### src/rtl/sic_dispatch_pkg.sv
// ---------------------------------------------------------------------------
// sic_dispatch_pkg
// Shared types and constants for the SIC dispatch block.
//   sic_packet_t : decoded packet as exchanged between decoder, dispatch
//                  queue and the SIC execution units.
//   SIC_*        : field widths of sic_packet_t.
//   sic_idx_w()  : width of an index able to address n units (min. 1 bit).
// ---------------------------------------------------------------------------
package sic_dispatch_pkg;

  // issue_id is carried at its widest supported size; an instance with a
  // narrower ID_WIDTH zero-extends its counter into this field, so
  // ID_WIDTH must not exceed SIC_ID_MAX_W.
  localparam int SIC_ID_MAX_W  = 16;
  localparam int SIC_OPCODE_W  = 8;
  localparam int SIC_OPERAND_W = 16;

  typedef struct packed {
    logic                     valid;
    logic [SIC_ID_MAX_W-1:0]  issue_id;
    logic [SIC_OPCODE_W-1:0]  opcode;
    logic [SIC_OPERAND_W-1:0] operand;
  } sic_packet_t;

  function automatic int sic_idx_w(input int n);
    return (n > 1) ? $clog2(n) : 1;
  endfunction

endpackage

### src/rtl/sic_dispatch_if.sv
// ---------------------------------------------------------------------------
// sic_dispatch_if
// Bundles the decoder-side and SIC-side signals of sic_dispatch.
//   in_valid/in_pkt/in_ready : decoder -> dispatch packet handshake
//   flush                    : PC-redirect discard pulse
//   sic_req                  : per-SIC instruction request
//   sic_pkt                  : per-SIC packet, framed by its valid bit
//   occupancy                : current number of queued packets
// modport master : the decoder / environment side
// modport slave  : the dispatch block itself
// ---------------------------------------------------------------------------
interface sic_dispatch_if
  import sic_dispatch_pkg::*;
#(
  parameter int NUM_SIC = 4,
  parameter int DEPTH   = 8
);

  localparam int OCC_W = $clog2(DEPTH + 1);

  logic                      in_valid;
  sic_packet_t               in_pkt;
  logic                      in_ready;
  logic                      flush;
  logic [NUM_SIC-1:0]        sic_req;
  sic_packet_t [NUM_SIC-1:0] sic_pkt;
  logic [OCC_W-1:0]          occupancy;

  modport master (
    output in_valid,
    output in_pkt,
    output flush,
    output sic_req,
    input  in_ready,
    input  sic_pkt,
    input  occupancy
  );

  modport slave (
    input  in_valid,
    input  in_pkt,
    input  flush,
    input  sic_req,
    output in_ready,
    output sic_pkt,
    output occupancy
  );

endinterface

### src/rtl/sic_rr_arbiter.sv
// ---------------------------------------------------------------------------
// sic_rr_arbiter
// Round-robin arbiter over NUM_SIC requesters. The search starts at rr_ptr;
// after a grant to unit i the pointer moves to (i+1) mod NUM_SIC, and it
// holds when nothing is granted.
// Ports:
//   clk, rst_n : clock, asynchronous active-low reset
//   req_i      : requests, already qualified by the caller
//   gnt_o      : one-hot grant (all zero when no request)
//   gnt_idx_o  : index of the granted unit (0 when no grant)
// ---------------------------------------------------------------------------
module sic_rr_arbiter
  import sic_dispatch_pkg::*;
#(
  parameter int NUM_SIC = 4
) (
  input  logic                          clk,
  input  logic                          rst_n,
  input  logic [NUM_SIC-1:0]            req_i,
  output logic [NUM_SIC-1:0]            gnt_o,
  output logic [sic_idx_w(NUM_SIC)-1:0] gnt_idx_o
);

  localparam int IDX_W = sic_idx_w(NUM_SIC);
  localparam logic [IDX_W-1:0] LAST_IDX = IDX_W'(NUM_SIC - 1);

  logic [IDX_W-1:0] rr_ptr_q, rr_ptr_d;
  logic [IDX_W-1:0] cand;
  logic             found;

  // Walk the requesters starting at rr_ptr and take the first one set.
  always_comb begin
    gnt_o     = '0;
    gnt_idx_o = '0;
    found     = 1'b0;
    cand      = '0;
    for (int k = 0; k < NUM_SIC; k++) begin
      cand = IDX_W'((int'(rr_ptr_q) + k) % NUM_SIC);
      if (!found && req_i[cand]) begin
        found       = 1'b1;
        gnt_o[cand] = 1'b1;
        gnt_idx_o   = cand;
      end
    end
  end

  // Pointer moves just past the winner, wrapping at NUM_SIC.
  always_comb begin
    rr_ptr_d = rr_ptr_q;
    if (found) begin
      rr_ptr_d = (gnt_idx_o == LAST_IDX) ? '0 : gnt_idx_o + IDX_W'(1);
    end
  end

  always_ff @(posedge clk or negedge rst_n) begin
    if (!rst_n) begin
      rr_ptr_q <= '0;
    end else begin
      rr_ptr_q <= rr_ptr_d;
    end
  end

endmodule

### src/rtl/sic_dispatch.sv
// ---------------------------------------------------------------------------
// sic_dispatch
// Queues decoded packets, stamps each with a sequential issue_id and hands
// them to SIC execution units in round-robin order. A delivered packet is
// presented on sic_pkt[i] with valid=1 for exactly one cycle.
// Parameters:
//   NUM_SIC  : number of SIC units served
//   DEPTH    : FIFO entries (power of two, >= 2)
//   ID_WIDTH : issue_id counter width (<= SIC_ID_MAX_W)
// Ports:
//   clk, rst_n : clock, asynchronous active-low reset
//   bus        : sic_dispatch_if.slave (in_valid, in_pkt, in_ready, flush,
//                sic_req, sic_pkt, occupancy)
// ---------------------------------------------------------------------------
module sic_dispatch
  import sic_dispatch_pkg::*;
#(
  parameter int NUM_SIC  = 4,
  parameter int DEPTH    = 8,
  parameter int ID_WIDTH = 8
) (
  input  logic         clk,
  input  logic         rst_n,
  sic_dispatch_if.slave bus
);

  localparam int PTR_W = $clog2(DEPTH);
  localparam int OCC_W = $clog2(DEPTH + 1);
  localparam int IDX_W = sic_idx_w(NUM_SIC);
  localparam logic [OCC_W-1:0] OCC_FULL = OCC_W'(DEPTH);

  sic_packet_t               mem_q [DEPTH];
  logic [PTR_W-1:0]          wr_ptr_q, wr_ptr_d;
  logic [PTR_W-1:0]          rd_ptr_q, rd_ptr_d;
  logic [OCC_W-1:0]          occ_q, occ_d;
  logic [ID_WIDTH-1:0]       next_id_q, next_id_d;
  sic_packet_t [NUM_SIC-1:0] pkt_q, pkt_d;

  logic [NUM_SIC-1:0] out_busy;
  logic [NUM_SIC-1:0] arb_req;
  logic [NUM_SIC-1:0] gnt;
  logic [IDX_W-1:0]   gnt_idx;
  logic               fifo_empty;
  logic               enq;
  logic               pop;
  sic_packet_t        stamped;
  sic_packet_t        head;

  // Readiness looks only at the registered occupancy, so a pop in the same
  // cycle never opens a slot early; flush blocks enqueue outright.
  assign fifo_empty   = (occ_q == '0);
  assign bus.in_ready = (occ_q < OCC_FULL) && !bus.flush;
  assign enq          = bus.in_valid && bus.in_ready;
  assign head         = mem_q[rd_ptr_q];

  always_comb begin
    out_busy = '0;
    for (int i = 0; i < NUM_SIC; i++) begin
      out_busy[i] = pkt_q[i].valid;
    end
  end

  // A unit still showing a packet this cycle cannot take another; nothing is
  // granted from an empty queue or while a flush is discarding it.
  assign arb_req = (fifo_empty || bus.flush) ? '0 : (bus.sic_req & ~out_busy);
  assign pop     = |gnt;

  sic_rr_arbiter #(
    .NUM_SIC (NUM_SIC)
  ) u_arb (
    .clk       (clk),
    .rst_n     (rst_n),
    .req_i     (arb_req),
    .gnt_o     (gnt),
    .gnt_idx_o (gnt_idx)
  );

  // The decoder's issue_id is replaced by the local counter.
  always_comb begin
    stamped          = bus.in_pkt;
    stamped.valid    = 1'b0;
    stamped.issue_id = SIC_ID_MAX_W'(next_id_q);
  end

  // Storage is only written; reads happen through the registered rd_ptr, so
  // a newly written entry is seen no earlier than the following cycle.
  always_ff @(posedge clk) begin
    if (enq) begin
      mem_q[wr_ptr_q] <= stamped;
    end
  end

  // Pointers and occupancy; pointers wrap naturally since DEPTH is a power
  // of two. The issue_id counter is not touched by flush.
  always_comb begin
    wr_ptr_d  = wr_ptr_q;
    rd_ptr_d  = rd_ptr_q;
    occ_d     = occ_q;
    next_id_d = next_id_q;
    if (enq) begin
      wr_ptr_d  = wr_ptr_q + PTR_W'(1);
      next_id_d = next_id_q + ID_WIDTH'(1);
    end
    if (pop) begin
      rd_ptr_d = rd_ptr_q + PTR_W'(1);
    end
    case ({enq, pop})
      2'b10:   occ_d = occ_q + OCC_W'(1);
      2'b01:   occ_d = occ_q - OCC_W'(1);
      default: occ_d = occ_q;
    endcase
    if (bus.flush) begin
      wr_ptr_d = '0;
      rd_ptr_d = '0;
      occ_d    = '0;
    end
  end

  // Output slots: every valid drops after one cycle; the granted slot is
  // loaded from the FIFO head. Payload of idle slots is left as is.
  always_comb begin
    pkt_d = pkt_q;
    for (int i = 0; i < NUM_SIC; i++) begin
      pkt_d[i].valid = 1'b0;
    end
    if (pop) begin
      pkt_d[gnt_idx]       = head;
      pkt_d[gnt_idx].valid = 1'b1;
    end
  end

  always_ff @(posedge clk or negedge rst_n) begin
    if (!rst_n) begin
      wr_ptr_q  <= '0;
      rd_ptr_q  <= '0;
      occ_q     <= '0;
      next_id_q <= '0;
      pkt_q     <= '0;
    end else begin
      wr_ptr_q  <= wr_ptr_d;
      rd_ptr_q  <= rd_ptr_d;
      occ_q     <= occ_d;
      next_id_q <= next_id_d;
      pkt_q     <= pkt_d;
    end
  end

  assign bus.sic_pkt   = pkt_q;
  assign bus.occupancy = occ_q;

endmodule

### src/flat_wrapper.sv
// flat-port wrapper written by rule: the top's interface ports become plain ports
module sic_dispatch_flat import sic_dispatch_pkg::*;
#(
  parameter int NUM_SIC  = 4,
  parameter int DEPTH    = 8,
  parameter int ID_WIDTH = 8
)
  (clk, rst_n, bus_in_valid, bus_in_pkt, bus_flush, bus_sic_req, bus_in_ready, bus_sic_pkt, bus_occupancy);
  sic_dispatch_if #(.NUM_SIC(NUM_SIC), .DEPTH(DEPTH)) bus_i ();
  input  logic clk;
  input  logic rst_n;
  input wire logic [$bits(bus_i.in_valid)-1:0] bus_in_valid;
  input wire logic [$bits(bus_i.in_pkt)-1:0] bus_in_pkt;
  input wire logic [$bits(bus_i.flush)-1:0] bus_flush;
  input wire logic [$bits(bus_i.sic_req)-1:0] bus_sic_req;
  output wire logic [$bits(bus_i.in_ready)-1:0] bus_in_ready;
  output wire logic [$bits(bus_i.sic_pkt)-1:0] bus_sic_pkt;
  output wire logic [$bits(bus_i.occupancy)-1:0] bus_occupancy;
  assign bus_i.in_valid = bus_in_valid;
  assign bus_i.in_pkt = bus_in_pkt;
  assign bus_i.flush = bus_flush;
  assign bus_i.sic_req = bus_sic_req;
  assign bus_in_ready = bus_i.in_ready;
  assign bus_sic_pkt = bus_i.sic_pkt;
  assign bus_occupancy = bus_i.occupancy;
  sic_dispatch #(.NUM_SIC(NUM_SIC), .DEPTH(DEPTH), .ID_WIDTH(ID_WIDTH)) u_core (.clk(clk), .rst_n(rst_n), .bus(bus_i));
endmodule
### config.mk
export PLATFORM = sky130hd
export DESIGN_NAME = sic_dispatch_flat
export DESIGN_NICKNAME = d
export VERILOG_FILES = /design/src/rtl/sic_dispatch_pkg.sv /design/src/rtl/sic_dispatch_if.sv /design/src/rtl/sic_rr_arbiter.sv /design/src/rtl/sic_dispatch.sv /design/src/flat_wrapper.sv
export SDC_FILE = /design/constraint.sdc
export NUM_CORES = 1
export LEC_CHECK = 0
export ABC_AREA = 1
export CORE_ASPECT_RATIO = 0.75
export CORE_MARGIN = 2
export CORE_UTILIZATION = 40
export CTS_BUF_LIST = sky130_fd_sc_hd__clkbuf_8
export CTS_CLUSTER_SIZE = 25
export DETAILED_ROUTE_END_ITERATION = 7
export HOLD_SLACK_MARGIN = 0.08
export PLACE_DENSITY = 0.7
export SYNTH_ARGS = -nofsm -noshare
export SYNTH_HDL_FRONTEND = slang
export SYNTH_HIERARCHICAL = 1
export SYNTH_SLANG_ARGS = --single-unit
### constraint.sdc
create_clock -name clk -period 3.4 [get_ports clk]
set_input_delay 0.68 -clock clk [delete_from_list [all_inputs] [get_ports clk]]
set_output_delay 0.68 -clock clk [all_outputs]
set_load 0.1 [all_outputs]
Word level (Yosys, flattened, before mapping)
Memory sizes are Yosys's and may differ from the RTL's.
Index checks and enable logic that the tools add are counted.
- register bits: 184
- bits in writable memories: 256
- logic and storage cells: 115
- memories: 1
- memory list (name ; words ; bits a word ; rd ports ; clocked after memory_dff ; wr ports ; line ; source):
    u_core.mem_q ; 8 ; 32 ; 1 ; 0 ; 1 ; sic_dispatch.sv:32 ; sic_packet_t mem_q [DEPTH];
- add/sub/neg operators: 9
- order comparisons: 11
- eq/ne operators: 3
- mux-type cells: 45
- bitwise logic cells: 5
- reduce and logical (&&, ||, !) cells: 20
- operators by type and width (cell ; number):
    bitwise mux 164 bit ; 2
    demux 41 bit (select 2 bit) ; 2
    two-way mux 164 bit ; 1
    two-way mux 41 bit ; 2
    two-way mux 4 bit ; 6
    < comparator 2 x 3 -> 1 bit (second input constant) ; 5
    two-way mux 1 bit ; 14
    two-way mux 3 bit ; 4
    bitwise OR 4 bit ; 3
    greater-or-equal comparator 2 x 1 -> 1 bit (second input constant) ; 5
    logical AND 1 bit ; 10
    two-way mux 2 bit ; 5
    adder 8 x 1 -> 8 bit (second input constant) ; 1
    binary-select mux 1 bit (select 2 bit) ; 4
    demux 1 bit (select 2 bit) ; 4
    case mux 4 bit (2 select lines) ; 1
    adder 3 x 1 -> 3 bit (second input constant) ; 2
    adder 2 x 1 -> 2 bit (second input constant) ; 2
    adder 2 bit (second input constant) ; 2
    adder 4 x 1 -> 4 bit (second input constant) ; 1
    AND 4 bit ; 1
    equality test 2 bit (second input constant) ; 2
    zero test 1 bit ; 4
    zero test 4 bit ; 1
    8 further kinds ; 9

Logic depth before layout (Yosys ltp)
Gate-level depths: netlist (run 1).
- word-level depth: 22
- mapped depth: 23
- depth with buffers taken out: 23

Cells and area by module
Netlist (run 1), hierarchy kept.
- by module, submodules not included (module ; instances ; cells an instance ; area each (um2)):
    sic_dispatch ; 1 ; 1339 ; 16683.5
    sic_rr_arbiter ; 1 ; 96 ; 598.1

Worst setup path before layout (run 1)
No wires, ideal clock.
- path kind: reg2reg
- from: reg u_core.occ_q[3] (netlist: u_core/bus.occupancy[3])
- to: mem u_core/mem_q[0][0] (netlist name), enable pin
- arrival time: 3.649 ns
- data required time: 2.979 ns
- setup slack: -0.670 ns
- cell stages (with the launch flop): 6
- buffers on the path: 0
- clock period less this slack: 4.070 ns
- cell sequence: dfrtp_1 nor2_2 nand2_2 clkinv_2 nand2_1 nor2_1
- word-level cells in the longest chain between the ends: 5
- ends and longest elaborated chain (element ; line ; source):
    from (decl) ; sic_dispatch.sv:35 ; logic [OCC_W-1:0] occ_q, occ_d;
    from (signal assigned) ; sic_dispatch.sv:136 ; occ_q <= '0;
    from (signal assigned) ; sic_dispatch.sv:142 ; occ_q <= occ_d;
    < comparator 4 bit ; sic_dispatch.sv:52 ; assign bus.in_ready = (occ_q < OCC_FULL) && !bus.flush;
    logical AND 1 bit ; sic_dispatch.sv:52 ;
    via bus_in_ready ; flat_wrapper.sv:16 ; output wire logic [$bits(bus_i.in_ready)-1:0] bus_in_ready;
    logical AND 1 bit ; sic_dispatch.sv:53 ; assign enq = bus.in_valid && bus.in_ready;
    two-way mux 1 bit ; sic_dispatch.sv:88 ; if (enq) begin
    two-way mux 1 bit (implied by the code) ; sic_dispatch.sv:89 ; mem_q[wr_ptr_q] <= stamped;
    to (decl) ; sic_dispatch.sv:32 ;
The timed path passes the listed nets, and every way through them passes these cells.

Worst setup path after layout (run 1)
- from: reg u_core.occ_q[1] (netlist: u_core/bus.occupancy[1])
- to: reg u_core.occ_q[3] (netlist: u_core/bus.occupancy[3])
- word-level cells in the longest chain between the ends: 19
- elaborated cells on any way between the ends: 38
- ends and longest elaborated chain (element ; line ; source):
    zero test 4 bit (*) ; sic_dispatch.sv:51 ; assign fifo_empty = (occ_q == '0);
    logical OR 1 bit (*) ; sic_dispatch.sv:65 ; assign arb_req = (fifo_empty || bus.flush) ? '0 : (bus.sic_req & ~out_busy);
    two-way mux 4 bit (*) ; sic_dispatch.sv:65 ;
    via u_core.arb_req[3] ; sic_dispatch.sv:40 ; logic [NUM_SIC-1:0] arb_req;
    binary-select mux 1 bit (select 2 bit) ; sic_rr_arbiter.sv:39 ; if (!found && req_i[cand]) begin
    two-way mux 1 bit (implied by the code) ; sic_rr_arbiter.sv:39 ;
    two-way mux 1 bit ; sic_rr_arbiter.sv:39 ;
    zero test 1 bit ; sic_rr_arbiter.sv:39 ;
    [... 5 more ...] ; - ;
    zero test 1 bit ; sic_rr_arbiter.sv:39 ;
    logical AND 1 bit ; sic_rr_arbiter.sv:39 ;
    two-way mux 4 bit (*) ; sic_rr_arbiter.sv:39 ;
    via u_core.gnt[1] ; sic_dispatch.sv:41 ; logic [NUM_SIC-1:0] gnt;
    OR reduction 4 bit (*) ; sic_dispatch.sv:66 ; assign pop = |gnt;
    equality test 2 x 1 -> 1 bit / equality test 2 bit (equally long branches) ; sic_dispatch.sv:107 ; case ({enq, pop})
    case mux 4 bit (2 select lines) ; sic_dispatch.sv:107 ;
    two-way mux 4 bit ; sic_dispatch.sv:112 ; if (bus.flush) begin
Mark *: on every way through the listed nets, which the timed path passes. The rest lies on a longest branch. The select of a mux whose other input is x is not followed.
A chain may end at the register's enable or synchronous reset.

==> run metrics, run 1 <==
CP Capture Type flip-flop; CTS tree done; Routed wire per std cell between 15 and 20 um; Top Usage Layer GRT met2; Post-Syn Instances ~1,400; Via Count approximately 12,000; P&R area growth vs syn 23.6%; RSZ-0062 raised after global routing no; Skew-Pair Late Insertion Delay 0.59 ns; worst-path maximum fanout 5; Seq/Total Area, Yosys a little under three quarters; Post-Syn Area per Cell roughly 12 sq um; f_max roughly 0.32 GHz; Vert. Die Dim around 180 um; fin crit share between 90% and 100%; met1 Usage GRT between 20% and 30%; Layout Nets about 1,700; met2 Usage GRT between 20% and 30%; total CTS buffers 70; worst-margin pin slew between 1 and 1.5 ns; Initial Util 40.8%; grt met3 use between 4 and 5%; crit path launch type flip-flop; ANT nets after route 0; Final TNS setup 0 ns; initial DRC count around 1,100; Cell Count, Final, Fillers Out 2,305; core area 42,400 sq um; Remaining Overflow, GRT 0; final setup fails 0; Root Driver clkbuf_8; vias in the first global route ~11,000; status finished clean; count of cell types in the netlist 37; Arr. time, crit path between 3 and 4 ns; CTS max path bufs 3; # clock sinks 440; Rows 65; max_slew headroom 31.9%; Sequential cell area between 10,000 and 15,000 sq um; Hold Vio Cnt, Final 0; DRT Pass-1 Iters 5; classification of the worst-slack hold path in2async; initial antenna violation count 4; # placed instances between 2,000 and 2,500; dpl hpwl 25,300 um; final wirelength 41,100 um; vias per std cell about 5; cell area after synthesis 17,300 sq um; Filler Cell Count between 3,000 and 4,000; CTS clk-pin slew, worst paths about 0.060 ns; H-tree depth 3; skew final around 0.024 ns; Total GRT Usage approximately 18%; Synth Warn # 6; crit path kind reg2reg; share of cells above drive strength 1 ~22%; full die area between 40,000 and 50,000 sq um; syn_nets ~1,500; max capacitance violation total 0; port bufs 200; Critical Path RT ~3.9 ns; first-pass GRT wire length between 60,000 and 70,000 um; post-synthesis register bit count 440; DRC violations left 0; Ports between 200 and 250; largest net degree at the start of global routing between 90 and 100; Die W approximately 240 um; Max Slew Vio Count 0; GP Congestion 0.815; minimum clock period between 3 and 4 ns; multi-input logic area 4390 sq um; number of hold buffers added after CTS 0
[worst max-delay path, cell delays in order (launching register included)]
cell      delay (ns)
dfrtp_2         0.45
o41ai_4         0.34
buf_4           0.23
nor3_4          0.06
inv_1           0.07
nand2_1         0.08
nand3_2         0.12
nand2_4         0.10
buf_4           0.16
a22oi_1         0.23
o211ai_2        0.13
nor2_1          0.14
nand2_2         0.07
nand2_1         0.08
inv_1           0.05
ha_1            0.29
nand2_1         0.05
nand3b_1        0.18
nand2_1         0.08
nand2_1         0.05
nand3_1         0.06
nand2_1         0.05
[final cells by class]
class	instances	area share, %
Inverter	75	1.33
Timing Repair Buffer	253	10.7
Antenna cell	3	0.0351
Clock buffer	78	5.02
Tap cell	569	3.33
Clock inverter	45	1.41
Sequential cell	440	57.6
Multi-Input combinational cell	842	20.6
[per-layer routing]
| metal | vias to the layer above | wire length (um) | share of wire (%) |
|---|---|---|---|
| met5 | - | 8 | 0.019 |
| met4 | 2 | 646 | 1.6 |
| met3 | 60 | 2920 | 7.1 |
| met2 | 362 | 18800 | 46 |
| met1 | 5650 | 18700 | 46 |
| li1 | 5524 | - | - |
[cells in the mapped netlist, drive strengths merged]
master | number | share of area [%]
inv | 70 | 1.5
o211ai | 33 | 2.1
o41ai | 1 | 0.051
a22oi | 4 | 0.17
o21a | 1 | 0.043
o21ai | 296 | 9.3
clkinv | 5 | 0.12
nor3 | 4 | 0.12
xnor2 | 4 | 0.20
dfrtp | 184 | 27
ha | 10 | 0.72
nand3b | 2 | 0.087
o221ai | 3 | 0.15
buf | 39 | 1.6
o22ai | 32 | 1.2
xor2 | 4 | 0.20
edfxtp | 256 | 44
nor2 | 217 | 4.9
nand3 | 30 | 1.0
a21oi | 8 | 0.23
nand2 | 191 | 4.3
nand4 | 2 | 0.072
clkbuf | 39 | 0.86
[cell usage in the layout (no fill, tap or decap), types with 5 or more instances in the layout]
cell	instances
edfxtp_1	256
nor2_1	205
nand2_1	183
dfrtp_1	177
buf_4	167
o21ai_1	156
o21ai_0	107
inv_1	90
clkbuf_8	79
clkdlybuf4s50_1	68
o21ai_2	33
o22ai_1	32
o211ai_2	24
nand3_1	21
buf_12	17
clkinv_1	12
nor2_2	10
ha_1	10
clkinv_2	9
nand3_2	9
o211ai_1	9
a21oi_1	8
nand2_2	6
clkinvlp_4	5
dfrtp_2	5
[through the flow]
step	util, %	instance area (sq um)	setup slack [ns]	hold WS, ns
after floorplan	-	17300	0.187	0.384
after global placement	47.0	19900	-0.238	0.472
after detailed placement	47.0	19900	-0.369	0.480
after CTS	50.3	21300	0.0945	0.167
after global routing	50.4	21400	0.0178	0.216
final	50.4	21400	0.243	0.179
[logic make-up after synthesis]
| group | count (synthesis) | share of synthesized area (%) |
|---|---|---|
| and+or+nand+nor | 446 | 10.5 |
| DFF | 440 | 71.1 |
| AOI/OAI and AO/OA | 378 | 13.2 |
| buffers and inverters | 153 | 4.05 |
| adders and majority gates | 10 | 0.724 |
| xor gates and xnor gates | 8 | 0.405 |
[worst paths after layout]
kind	from	to	slack (ns)	cells after the start
max	u_core/bus.occupancy[1]	u_core/bus.occupancy[3]	0.24	21
min	rst_n	asynchronous set/reset pin	0.18	1
max reg2reg	u_core/bus.occupancy[1]	u_core/bus.occupancy[3]	0.24	21
min reg2reg	u_core/bus.sic_pkt[73]	u_core/bus.sic_pkt[73]	0.49	2
max in group asynchronous	rst_n	asynchronous set/reset pin	2.47	2
min in group clk	u_core/bus.sic_pkt[73]	u_core/bus.sic_pkt[73]	0.49	2
[repair_timing]
action                     in CTS  in global routing
setup endpoints to repair       0                 16
gates resized for setup         0                  9
setup buffers                   0                  1
Power of run 1 is left out: the tool's default activity adds up to more than one toggle a clock period on the data nets, which glitch-free logic cannot reach.
==> run 2, diff against run 1 <==
--- a/config.mk
+++ b/config.mk
@@ -14,6 +14,7 @@
 export DETAILED_ROUTE_END_ITERATION = 7
 export HOLD_SLACK_MARGIN = 0.08
 export PLACE_DENSITY = 0.7
+export SKIP_LAST_GASP = 1
 export SYNTH_ARGS = -nofsm -noshare
 export SYNTH_HDL_FRONTEND = slang
 export SYNTH_HIERARCHICAL = 1
==> results of run 2 <==
No change in the layout: final DEF, timing and power equal those of run 1.
Power of run 2 is left out for the same reason.
